<file path="src/rtl/mem_port_arbiter.sv">
// Shares one fixed-latency memory port between instruction fetch (I, read-only) and data (D, read/write).
// Round-robin on contention; each transaction runs IDLE -> ACCESS x MEM_LATENCY -> RESP with a one-cycle done.
module mem_port_arbiter #(
  parameter int MEM_LATENCY = 2,
  parameter int CNT_W       = 4
) (
  input  logic            clk,
  input  logic            rst_b,
  input  logic            i_req,
  input  logic [31:0]     i_addr,
  output logic [0:3][7:0] i_rdata,
  output logic            i_done,
  input  logic            d_req,
  input  logic            d_we,
  input  logic [31:0]     d_addr,
  input  logic [0:3][7:0] d_wdata,
  output logic [0:3][7:0] d_rdata,
  output logic            d_done,
  output logic [31:0]     mem_addr,
  output logic [0:3][7:0] mem_data_in,
  input  logic [0:3][7:0] mem_data_out,
  output logic            mem_write_en,
  output logic            busy,
  output logic            owner
);

  typedef enum logic [1:0] {
    IDLE   = 2'b00,
    ACCESS = 2'b01,
    RESP   = 2'b10
  } state_t;

  state_t           state_r;
  logic [CNT_W-1:0] counter_r;
  logic             last_r;
  logic             we_r;

  logic             grant_s;
  logic             grant_we_s;
  logic [31:0]      grant_addr_s;
  logic [0:3][7:0]  grant_wdata_s;

  // Grant selection: a lone requester wins, contention goes to whoever did not win last.
  always_comb begin
    grant_s       = 1'b0;
    grant_we_s    = 1'b0;
    grant_addr_s  = i_addr;
    grant_wdata_s = 32'h0000_0000;
    if (i_req && d_req) begin
      grant_s = ~last_r;
    end else if (d_req) begin
      grant_s = 1'b1;
    end else begin
      grant_s = 1'b0;
    end
    if (grant_s) begin
      grant_we_s    = d_we;
      grant_addr_s  = d_addr;
      grant_wdata_s = d_wdata;
    end else begin
      grant_we_s    = 1'b0;
      grant_addr_s  = i_addr;
      grant_wdata_s = 32'h0000_0000;
    end
  end

  // Transaction sequencer; every output is a register so the memory sees glitch-free strobes.
  always_ff @(posedge clk) begin
    if (rst_b) begin
      state_r      <= IDLE;
      counter_r    <= {CNT_W{1'b0}};
      last_r       <= 1'b0;
      we_r         <= 1'b0;
      i_rdata      <= 32'h0000_0000;
      d_rdata      <= 32'h0000_0000;
      i_done       <= 1'b0;
      d_done       <= 1'b0;
      mem_addr     <= 32'h0000_0000;
      mem_data_in  <= 32'h0000_0000;
      mem_write_en <= 1'b0;
      busy         <= 1'b0;
      owner        <= 1'b0;
    end else begin
      case (state_r)
        IDLE: begin
          if (i_req || d_req) begin
            state_r      <= ACCESS;
            mem_addr     <= grant_addr_s;
            we_r         <= grant_we_s;
            mem_write_en <= grant_we_s;
            mem_data_in  <= grant_we_s ? grant_wdata_s : 32'h0000_0000;
            owner        <= grant_s;
            last_r       <= grant_s;
            counter_r    <= CNT_W'(MEM_LATENCY - 1);
            busy         <= 1'b1;
          end
        end
        ACCESS: begin
          if (counter_r == {CNT_W{1'b0}}) begin
            state_r      <= RESP;
            mem_write_en <= 1'b0;
            mem_data_in  <= 32'h0000_0000;
            if (owner) begin
              d_done <= 1'b1;
              if (!we_r) begin
                d_rdata <= mem_data_out;
              end
            end else begin
              i_done  <= 1'b1;
              i_rdata <= mem_data_out;
            end
          end else begin
            counter_r <= counter_r - CNT_W'(1);
          end
        end
        RESP: begin
          state_r <= IDLE;
          i_done  <= 1'b0;
          d_done  <= 1'b0;
          busy    <= 1'b0;
        end
        default: begin
          state_r      <= IDLE;
          i_done       <= 1'b0;
          d_done       <= 1'b0;
          mem_write_en <= 1'b0;
          busy         <= 1'b0;
        end
      endcase
    end
  end

endmodule
</file>
<file path="config.mk">
export PLATFORM = sky130hd
export DESIGN_NAME = mem_port_arbiter
export DESIGN_NICKNAME = d
export VERILOG_FILES = /design/src/rtl/mem_port_arbiter.sv
export SDC_FILE = /design/constraint.sdc
export NUM_CORES = 1
export LEC_CHECK = 0
export BUFFER_PORTS_ARGS = -buffer_cell sky130_fd_sc_hd__buf_2
export CORE_MARGIN = 2
export CORE_UTILIZATION = 45
export DETAILED_ROUTE_END_ITERATION = 8
export GPL_ROUTABILITY_DRIVEN = 0
export PLACE_DENSITY = 0.79
export SLEW_MARGIN = 10
export SYNTH_ARGS = -nofsm -noshare
export SYNTH_HDL_FRONTEND = slang
export SYNTH_SLANG_ARGS = --single-unit
</file>
<file path="constraint.sdc">
create_clock -name clk -period 1.8 [get_ports clk]
set_input_delay 0.36 -clock clk [delete_from_list [all_inputs] [get_ports clk]]
set_output_delay 0.36 -clock clk [all_outputs]
set_load 0.01 [all_outputs]
</file>
After elaboration in Yosys (flattened, before gate mapping)
Index checks and enable logic that the tools add are counted.

Bitwise gates (word level): 5. Reductions and logical operators: 15. Equal/unequal tests: 7. Add/sub/neg operators: 1. Mux-type cells: 26.

Operators by type and width (count): $mux 32 (5); $pmux 32 s2 (1); $reduce_and 3->1 (6); $mux 1 (10); $ne 2x2->1 const B (5); $mux 4 (2); $pmux 4 s2 (1); $pmux 1 s2 (3); $reduce_and 2->1 (3); $not 1->1 (5); $logic_not 4->1 (1); $mux 2 (2); $pmux 2 s2 (1); $reduce_and 4->1 (1); $sub 4x1->4 const B (1); $pmux 1 s3 (1); $eq 2x1->1 const B (1); $eq 2x2->1 const B (1); $logic_not 2->1 (1); $reduce_bool 2->1 (1); $logic_and 1x1->1 (1); $logic_or 1x1->1 (1).

Output and inout port bits: 133. Logic and storage cells: 75. Register bits after elaboration: 140.

Logic depth before layout (Yosys ltp)
Gate-level depths: netlist of run 1.

Word-level depth: 6. Mapped depth: 8. Depth with buffers taken out: 5.

Least setup slack after synthesis of run 1
Ideal clock, no wire load.

Kind: register to register. Start point: reg counter_r[0]. End point: reg i_rdata[9] (netlist bit). Data required time: 1.668 ns. Slack: 0.165 ns. Stages on the path, launching flop included: 9. Arrival time: 1.503 ns. Buffers on the path: 3. Setup time: 0.132 ns. Cell sequence: dfxtp_1 inv_1 ha_1 or3b_1 buf_2 buf_6 buf_6 o31ai_2 a21oi_1.

Word-level cells in the longest chain between the ends: 2.

RTL lines: from (decl) (line 34) `logic [CNT_W-1:0] counter_r;`; from (signal assigned) (line 71) `counter_r <= {CNT_W{1'b0}};`; from (signal assigned) (line 94) `counter_r <= CNT_W'(MEM_LATENCY - 1);`; from (signal assigned) (line 113) `counter_r <= counter_r - CNT_W'(1);`; $logic_not 4->1 (line 99) `if (counter_r == {CNT_W{1'b0}}) begin`; $reduce_and 3->1 (no source line); to (signal assigned) (line 110) `i_rdata <= mem_data_out;`; to (decl) (line 11) `output logic [0:3][7:0] i_rdata,`.

No other way between the ends. A chain may end at the register's enable or synchronous reset.

Worst setup path after layout of run 1
Start point: reg counter_r[0]. End point: reg mem_data_in[24] (netlist bit).

Word-level cells in the longest chain between the ends: 3.

RTL lines: $logic_not 4->1 (line 99); $ne 2x2->1 (no source line); $reduce_and 3->1 (no source line); to (signal assigned) (line 91) `mem_data_in <= grant_we_s ? grant_wdata_s : 32'h0000_0000;`; to (decl) (line 20) `output logic [0:3][7:0] mem_data_in,`.

No other way between the ends.

==> summary.md, run 1 <==
| Metric | Value |
|---|---|
| Status | finished clean |
| Inserted Clock Buffers | 17 |
| RSZ-0062 raised after global routing | yes |
| Most frequent CP cell | buf_12 |
| Area growth from synthesis to layout | 35.4% |
| Post-DP HPWL | 12100 um |
| Vias in the first global route | 5671 |
| Placed Cells | 1084 |
| Worst-Skew Late Latency | 0.42 ns |
| Synth cell types | 39 |
| Starting density of the core | 46.0% |
| Root buf cell | clkbuf_16 |
| Post-layout util | 62.3% |
| First-pass GRT wire length | 28500 um |
| Psw | 2820 uW |
| Via/cell ratio | 5.62 |
| Clock Skew | 0.00698 ns |
| Leak pwr | 0.00374 uW |
| Share of layout cells above drive strength 1 | 38.6% |
| Cell Chain, Critical Path | inv_1 > ha_1 > nor3b_4 > buf_12 > a22oi_4 > buf_12 > mux2i_1 |
| Number of synthesized register bits | 140 |
| CP Launch Type | flop |
| FMAX | 575 MHz |
| Clk sinks | 140 |
| Antenna diode count | 0 |
| Routed len/inst | 16.8 um |
| Die ar. | 0.0152 mm2 |
| Synth Warn # | 0 |
| Min-Delay Path Class | input port to flop |
| Setup TNS Final | 0 ns |
| Share of power burned in registers | 37.2% |
| Final min period | 1.74 ns |
| Layout Cells excl Fill | 1118 |
| Boundary Pins | 266 |
| DRT iter0 DRCs | 519 |
| Buffers on Ports | 265 |
| Worst stage delay on the critical path | 0.33 ns |
| Worst EP required | 2.14 ns |
| Peak supply drop | 0.676 mV |
| Worst setup margin | 0.0621 ns |
| Reg2reg path depth | 7 |
| Clock power frac | 40.3% |
| CP arrival | 2.08 ns |
| Core area | 0.0139 mm2 |
| Post-Synth Simple-Gate Area | 17.5% |
| CTS tree | built |
| Final setup vio count | 0 |
| Global route total overflow | 0 |
| Nets | 1060 |
| Final Hold Fails | 0 |
| Critical path class | flop to flop |
| Worst rel slew slack | 70.2% |
| Max-slew violation count | 0 |
| Die Y | 123 um |
| Number of remaining DRC errors | 0 |
| CP endpoint kind | flop |
| Power density over the cells | 1080 mW/mm2 |
| Hold path cells | 3 |
| Most common cell after layout, fill and taps aside | buf_2 |
| Initial antenna violation count | 0 |
| Clk buf depth | 2 |
| Routed Wire Length | 18800 um |
| Internal Pwr Total | 6540 uW |
| Clock slew at reported path FFs | 0.06 ns |
| Total GRT Usage | 23.9% |
| Period utilization | 96.6% |
| Commonest non-fill, non-tap cells in the layout | 264 x buf_2, 137 x dfxtp_1, 104 x a21oi_1 |
| Max Cap Viol | 0 |
| Row cnt | 43 |
| Mapped Area | 0.00638 mm2 |
| Crit Path Max Fanout | 32 |
| DP Worst Slack | 0.00569 ns |
| Syn Nets | 828 |
| Adder-cell area share of the yosys netlist | 0.392% |
| Combinational share of power | 22.6% |
| Multiplexer area fraction after synthesis | 10.0% |
| Worst-path cell with the longest stage delay | dfxtp_2 |
| Worst-Margin Slew | 0.447 ns |
| Synthesized area per cell | 9.21 um2 |
| Main combinational cell family by area after synthesis | compound AO/OA/AOI/OAI gates |
| H-tree levels | 4 |
| Sequential fraction of the synthesis area | 43.9% |
| Post-Synthesis Cells | 693 |
| DRT Pass-1 Iters | 4 |
| Routed Antenna Nets | 0 |
| Die Span X | 123 um |
| Largest net degree at the start of global routing | 49 |
| Sw Share | 30.1% |
| Compound-Gate Fraction of Synth Area | 21.2% |
| Xor and xnor fraction of the mapped netlist area | 0% |
| Vias | 6279 |
[repair_timing]
item | CTS | global route
gates cloned | 1 | 0
pin swaps | 0 | 0
hold endpoints to repair | 0 | 0
hold buffers | 0 | 0
gates resized for setup | 2 | 6
setup buffers | 0 | 1
endpoints found under the setup margin | 3 | 36
[critical path, delay by kind of cell (launching register included)]
| kind | cells | cell delay (ns) |
|---|---|---|
| fa+ha+maj | 1 | 0.21 |
| buf+inv | 3 | 0.48 |
| compound gates | 1 | 0.20 |
| simple gates | 1 | 0.18 |
| mux | 1 | 0.25 |
| flops | 1 | 0.33 |
[sequential cells by signal, indices dropped and copies added (netlist names)]
signal	count
busy	1
counter_r	4
d_done	1
d_rdata	32
i_done	1
i_rdata	32
last_r	1
mem_addr	32
mem_data_in	32
mem_write_en	1
state_r	2
we_r	1
[logic make-up (layout without fill, tap and decap cells)]
family          Yosys count  after routing
mux                      64             64
flops                   140            140
simple gates            184            184
compound gates          213            213
fa+ha+maj                 2              2
buf+inv                  90            335
[power by group through the flow]
stage               registers (uW)  clock network (uW)  logic [uW]
global placement              3530                   0        1990
CTS                           3470                3840        2080
detailed placement            3540                   0        2020
global route                  3500                3970        2270
floorplan                     3620                   0        1190
finish                        3480                3770        2110
[area by class of cell]
type	count	area [um2]
Sequential cell	140	2810
Fill cell	1213	5240
Inverter	5	18.8
Clock buffer	17	425
Tap cell	180	225
Multi-Input combinational cell	463	3180
Timing Repair Buffer	298	1780
Clock inverter	15	210
[cells in the mapped netlist]
library cell,number,area share [%]
a31oi_1,1,0.098
nand4bb_1,1,0.18
clkbuf_1,38,2.2
a21o_1,1,0.12
buf_4,1,0.12
or3_1,2,0.20
or2_2,2,0.20
ha_1,2,0.39
a21boi_0,1,0.12
nand4_1,64,6.3
dfxtp_1,140,44
or4_1,2,0.24
buf_1,2,0.12
buf_6,8,1.4
a31o_1,1,0.14
a32oi_1,1,0.14
a311oi_1,1,0.14
mux2i_1,64,10
nor2b_1,33,3.2
a211oi_1,32,3.8
or3b_1,1,0.14
nor3b_4,1,0.29
o221ai_1,1,0.14
nand4b_1,1,0.14
a21boi_1,1,0.12
o31ai_1,16,1.9
nand3_1,33,2.6
a22oi_4,1,0.33
nor4bb_1,1,0.16
inv_1,5,0.29
a21oi_1,104,8.2
nor3_1,1,0.078
nand2_1,4,0.24
buf_2,36,2.8
o31ai_2,16,3.1
nor2_1,4,0.24
o21ai_0,35,2.7
nand2b_1,34,3.3
o32ai_1,1,0.14
[through the flow]
step	hold WS, ns	cell area (um2)	total power, uW
5_1_grt	0.189	8640	9750
6_report	0.204	8640	9360
2_1_floorplan	0.463	6380	4810
4_1_cts	0.188	8610	9390
3_5_place_dp	0.455	7940	5550
3_3_place_gp	0.452	7940	5520
[metal layers]
layer  track usage, %  vias to the layer above  share of wire (%)
li1                 -                     3024                  -
met1             29.5                     2955                 41
met2             40.2                      268                 50
met3             5.12                       32                6.1
met4             10.8                        0                2.5
met5                0                        -                  0
[path summary, 6_finish.rpt]
path / from / to / slack, ns
setup / recovery: counter_r[0]$_SDFFE_PP0P_ / mem_data_in[24]$_SDFFE_PP0P_ / 0.06
hold / removal: mem_data_out[14] / d_rdata[14]$_SDFFE_PP0P_ / 0.20
setup reg to reg: counter_r[0]$_SDFFE_PP0P_ / mem_data_in[24]$_SDFFE_PP0P_ / 0.06
hold reg to reg: busy$_SDFFE_PP0P_ / busy$_SDFFE_PP0P_ / 0.46
Power figures use the tool's default switching activity.
==> run 2, diff against run 1 <==
==> constraint.sdc (replaced) <==
create_clock -name clk -period 1.95 [get_ports clk]
set_input_delay 0.39 -clock clk [delete_from_list [all_inputs] [get_ports clk]]
set_output_delay 0.39 -clock clk [all_outputs]
set_load 0.01 [all_outputs]
==> run 2 against run 1 <==
  * Register-to-register slack improved by 0.12 ns
  * Critical path depth decreased by 5
  * Core utilization decreased by 1.3 points
  * Final area decreased by 2.1%
  * Global-route usage decreased by 0.56 points
  * Setup slack improved by 0.11 ns
  * First-iteration DRC count increased by 0.19%
  * Highest routed layer unchanged
==> summary.md, run 2 (synthesized netlist as in run 1, its figures left out) <==
| Metric | Value |
|---|---|
| Final min period | 1.78 ns |
| Worst setup margin | 0.173 ns |
| Inserted Clock Buffers | 17 |
| Die ar. | 0.0152 mm2 |
| Clock Skew | 0.00761 ns |
| FMAX | 563 MHz |
| Max Cap Viol | 0 |
| Status | finished clean |
| Worst rel slew slack | 57.6% |
| Initial antenna violation count | 0 |
| Starting density of the core | 46.0% |
| Area growth from synthesis to layout | 32.6% |
| Hold path cells | 2 |
| Routed Antenna Nets | 0 |
| Worst-Margin Slew | 0.636 ns |
| Clock slew at reported path FFs | 0.06 ns |
| Routed len/inst | 16.5 um |
| Worst reg2reg setup slack | 0.18 ns |
| First-pass GRT wire length | 27900 um |
| Final Power | 8550 uW |
| CP arrival | 1.39 ns |
| Leak pwr | 0.00366 uW |
| Total GRT Usage | 23.4% |
| Root buf cell | clkbuf_16 |
| Die Y | 123 um |
| Clk buf depth | 2 |
| CTS tree | built |
| Period utilization | 91.1% |
| Power density over the cells | 1010 mW/mm2 |
| Via/cell ratio | 5.54 |
| Crit path from | last_r$_SDFFE_PP0P_ |
| Most common cell after layout, fill and taps aside | buf_2 |
| Reg2reg end | d_rdata[25]$_SDFFE_PP0P_ |
| Global route total overflow | 0 |
| Row cnt | 43 |
| DRT iter0 DRCs | 520 |
| CP Launch Type | flop |
| Share of layout cells above drive strength 1 | 37.3% |
| Buffers on Ports | 265 |
| Routed Wire Length | 18300 um |
| Critical R2R Launch | counter_r[0]$_SDFFE_PP0P_ |
| Crit Path Max Fanout | 36 |
| Worst Hold Path EP | last_r$_SDFFE_PP0P_ |
| Die Span X | 123 um |
| Nets | 1049 |
| H-tree levels | 4 |
| Peak supply drop | 0.632 mV |
| Core area | 0.0139 mm2 |
| Reg2reg path depth | 6 |
| Boundary Pins | 266 |
| Final hold slack | 0.230 ns |
| Vias | 6136 |
| Antenna diode count | 0 |
| RSZ-0062 raised after global routing | no |
| CP endpoint kind | output pin |
| Final Hold Fails | 0 |
| DP Worst Slack | 0.205 ns |
| Worst-Skew Late Latency | 0.42 ns |
| Clk sinks | 140 |
| Critical path class | flop to output pin |
| Min-Delay Path Class | input port to flop |
| Largest net degree at the start of global routing | 69 |
| Vias in the first global route | 5606 |
| Number of remaining DRC errors | 0 |
| Commonest non-fill, non-tap cells in the layout | 264 x buf_2, 139 x dfxtp_1, 104 x a21oi_1 |
| Max-slew violation count | 0 |
| DRT Pass-1 Iters | 5 |
| Setup TNS Final | 0 ns |
| Post-DP HPWL | 12100 um |
| Worst EP required | 1.56 ns |
| Final setup vio count | 0 |
| Min-delay src | i_req |
[run 2: per-layer routing]
layer	wire length [um]	part of all wire (%)	track usage [%]
met1	7480	41	28.5
met3	1170	6.4	6.23
met2	9030	49	38.9
met4	601	3.3	10.0
met5	0	0	0
[run 2: power breakdown]
| group | total, uW | internal [uW] | leakage, uW | switching (uW) |
|---|---|---|---|---|
| Sequential | 3200 | 3080 | 0.00114 | 127 |
| Clock | 3540 | 2270 | 0.000299 | 1270 |
| Combinational | 1800 | 696 | 0.00221 | 1110 |
[run 2: repair_timing]
item | 4_1_cts | 5_1_grt
hold buffers | 0 | 0
setup endpoints to repair | 0 | 1
setup buffers | 0 | 0
resized for setup | 0 | 1
[run 2: per-stage QoR]
| step | utilization (%) | cells | cell area [um2] |
|---|---|---|---|
| after floorplan | - | 693 | 6380 |
| after global placement | 56.3 | 1075 | 7810 |
| after detailed placement | 56.3 | 1075 | 7810 |
| after CTS | 60.9 | 1107 | 8460 |
| after global routing | 61.0 | 1107 | 8460 |
| final | 61.0 | 1107 | 8460 |
[run 2: area by class of cell]
type                    count  area, um2
clock buffers              18        429
clock inverters            14        219
fillers                  1217       5420
inverters                   5       18.8
multi-input cells         463       3170
flip-flops and latches    140       2800
well taps                 180        225
repair buffers            287       1600
[run 2: worst max path at each step]
stage	end	slack [ns]	cells past startpoint
floorplan	i_rdata[9]$_SDFFE_PP0P_	0.32	8
global placement	i_rdata[22]$_SDFFE_PP0P_	0.25	6
detailed placement	mem_write_en$_SDFFE_PP0P_	0.21	6
CTS	owner	0.03	2
global route	d_rdata[25]$_SDFFE_PP0P_	0.04	6
finish	owner	0.17	2
[run 2: critical path, cell delays in order, from the launching register on]
cell     delay, ns
dfxtp_2       0.41
buf_6         0.34
buf_2         0.20
==> run 3, diff against run 2 <==
==> constraint.sdc (replaced) <==
create_clock -name clk -period 1.95 [get_ports clk]
set_input_delay 0.39 -clock clk [delete_from_list [all_inputs] [get_ports clk]]
set_output_delay 0.39 -clock clk [all_outputs]
set_load 0.1 [all_outputs]
==> run 3 against run 2 <==
  * Sequential power is essentially flat
  * Register-to-register slack got worse by 0.05 ns
  * Cell count increased by 0.18%
  * Sequential cell count did not move
  * Hold slack improved by 0.0094 ns
  * Fmax fell by 2.5%
  * Non-clock buffer count rose by 4
  * Global-route usage is 0.54 points lower
  * Die area unchanged
  * Largest cell class unchanged
  * Highest routed layer unchanged
==> summary.md, run 3 (synthesized netlist as in run 1, its figures left out) <==
| Metric | Value |
|---|---|
| Vias | 6158 |
| Clock power frac | 32.8% |
| Post-DP HPWL | 11900 um |
| Share of power burned in registers | 33.6% |
| FMAX | 549 MHz |
| Clk sinks | 140 |
| DRT iter0 DRCs | 606 |
| CP Launch Type | flop |
| Largest net degree at the start of global routing | 69 |
| Global route total overflow | 0 |
| CP arrival | 2.11 ns |
| Antenna diode count | 0 |
| Inserted Clock Buffers | 17 |
| RSZ-0062 raised after global routing | no |
| Sw Share | 39.7% |
| Final setup vio count | 0 |
| Internal Pwr Total | 5750 uW |
| Share of layout cells above drive strength 1 | 37.5% |
| Critical path class | flop to flop |
| Peak supply drop | 0.631 mV |
| First-pass GRT wire length | 27500 um |
| CTS tree | built |
| Setup TNS Final | 0 ns |
| Status | finished clean |
| Worst-Skew Late Latency | 0.41 ns |
| DRT Pass-1 Iters | 5 |
| Total GRT Usage | 22.8% |
| Psw | 3780 uW |
| Min-Delay Path Class | input port to flop |
| Highest metal used | met4 |
| Worst-Margin Slew | 0.523 ns |
| Initial antenna violation count | 0 |
| Final min period | 1.82 ns |
| Nets | 1053 |
| Layout Cells excl Fill | 1109 |
| Via/cell ratio | 5.55 |
| Fillers | 1240 |
| Vias in the first global route | 5556 |
| H-tree levels | 4 |
| DP Worst Slack | 0.154 ns |
| Max-slew violation count | 0 |
| Worst setup margin | 0.127 ns |
| Placed Cells | 1079 |
| Most common cell after layout, fill and taps aside | buf_2 |
| Hold_buf cts | 0 |
| Number of remaining DRC errors | 0 |
| Combinational share of power | 33.6% |
| Worst rel slew slack | 65.4% |
| Buffers on Ports | 265 |
| Clock slew at reported path FFs | 0.06 ns |
| Final hold slack | 0.239 ns |
| Die ar. | 0.0152 mm2 |
| Die Y | 123 um |
| Area growth from synthesis to layout | 32.9% |
| Worst EP required | 2.24 ns |
| Boundary Pins | 266 |
| Clk buf depth | 2 |
| Die Span X | 123 um |
| Commonest non-fill, non-tap cells in the layout | 263 x buf_2, 139 x dfxtp_1, 104 x a21oi_1 |
| Power density over the cells | 1120 mW/mm2 |
| Resized cells post-CTS | 0 |
| Routed len/inst | 16.2 um |
| Final Hold Fails | 0 |
| Root buf cell | clkbuf_16 |
| Routed wl met2 | 8880 um |
| Row cnt | 43 |
| CP endpoint kind | flop |
| Routed Wire Length | 18000 um |
| Clock Skew | 0.00839 ns |
| Final Power | 9530 uW |
| Starting density of the core | 46.0% |
| Routed Antenna Nets | 0 |
| Leak pwr | 0.00367 uW |
| WL met1 | 7470 um |
| Period utilization | 93.5% |
| Wire length on met3 | 1150 um |
| Core area | 0.0139 mm2 |
| Setup Buffers After CTS | 0 |
| Max Cap Viol | 0 |
| Crit Path Max Fanout | 68 |
## run 3: final cells by class
class	instances	area (um2)	share of cell area, %
Multi-Input combinational cell	463	3170	37.4
Sequential cell	140	2800	33.1
Timing Repair Buffer	291	1690	19.9
Clock buffer	20	457	5.38
Tap cell	180	225	2.66
Clock inverter	10	119	1.40
Inverter	5	18.8	0.221
## run 3: routing by layer
layer / vias to the layer above / global-route usage [%]
met5: - / 0
met4: 0 / 9.73
met3: 35 / 5.30
met2: 248 / 37.6
met1: 2875 / 28.7
li1: 3000 / -
## run 3: power by group through the flow
stage	Sequential, uW	Combinational (uW)	Clock [uW]
after floorplan	4680	1110	0
after global placement	3250	3180	0
after detailed placement	3260	3200	0
after CTS	3200	3200	3190
after global routing	3230	3350	3320
final	3200	3200	3130
## run 3: per-stage QoR
step / utilization, % / cell area (um2)
floorplan: - / 6380
global placement: 57.0 / 7910
detailed placement: 57.0 / 7910
CTS: 61.1 / 8480
global route: 61.1 / 8480
finish: 61.1 / 8480
## run 3: final timing paths
| check | from | cells past startpoint | end | slack [ns] |
|---|---|---|---|---|
| hold reg to reg | i_rdata[14]$_SDFFE_PP0P_ | 2 | i_rdata[14]$_SDFFE_PP0P_ | 0.47 |
| setup reg to reg | counter_r[0]$_SDFFE_PP0P_ | 6 | i_rdata[15]$_SDFFE_PP0P_ | 0.13 |
| hold / removal | mem_data_out[31] | 3 | i_rdata[31]$_SDFFE_PP0P_ | 0.24 |
| setup / recovery | counter_r[0]$_SDFFE_PP0P_ | 6 | i_rdata[15]$_SDFFE_PP0P_ | 0.13 |
## run 3: critical path, stage by stage (launching register included)
cell and delay (ns):
dfxtp_1 0.32, inv_1 0.10, ha_1 0.17, or3b_2 0.48, buf_12 0.22, o31ai_1 0.28
a21oi_1 0.11
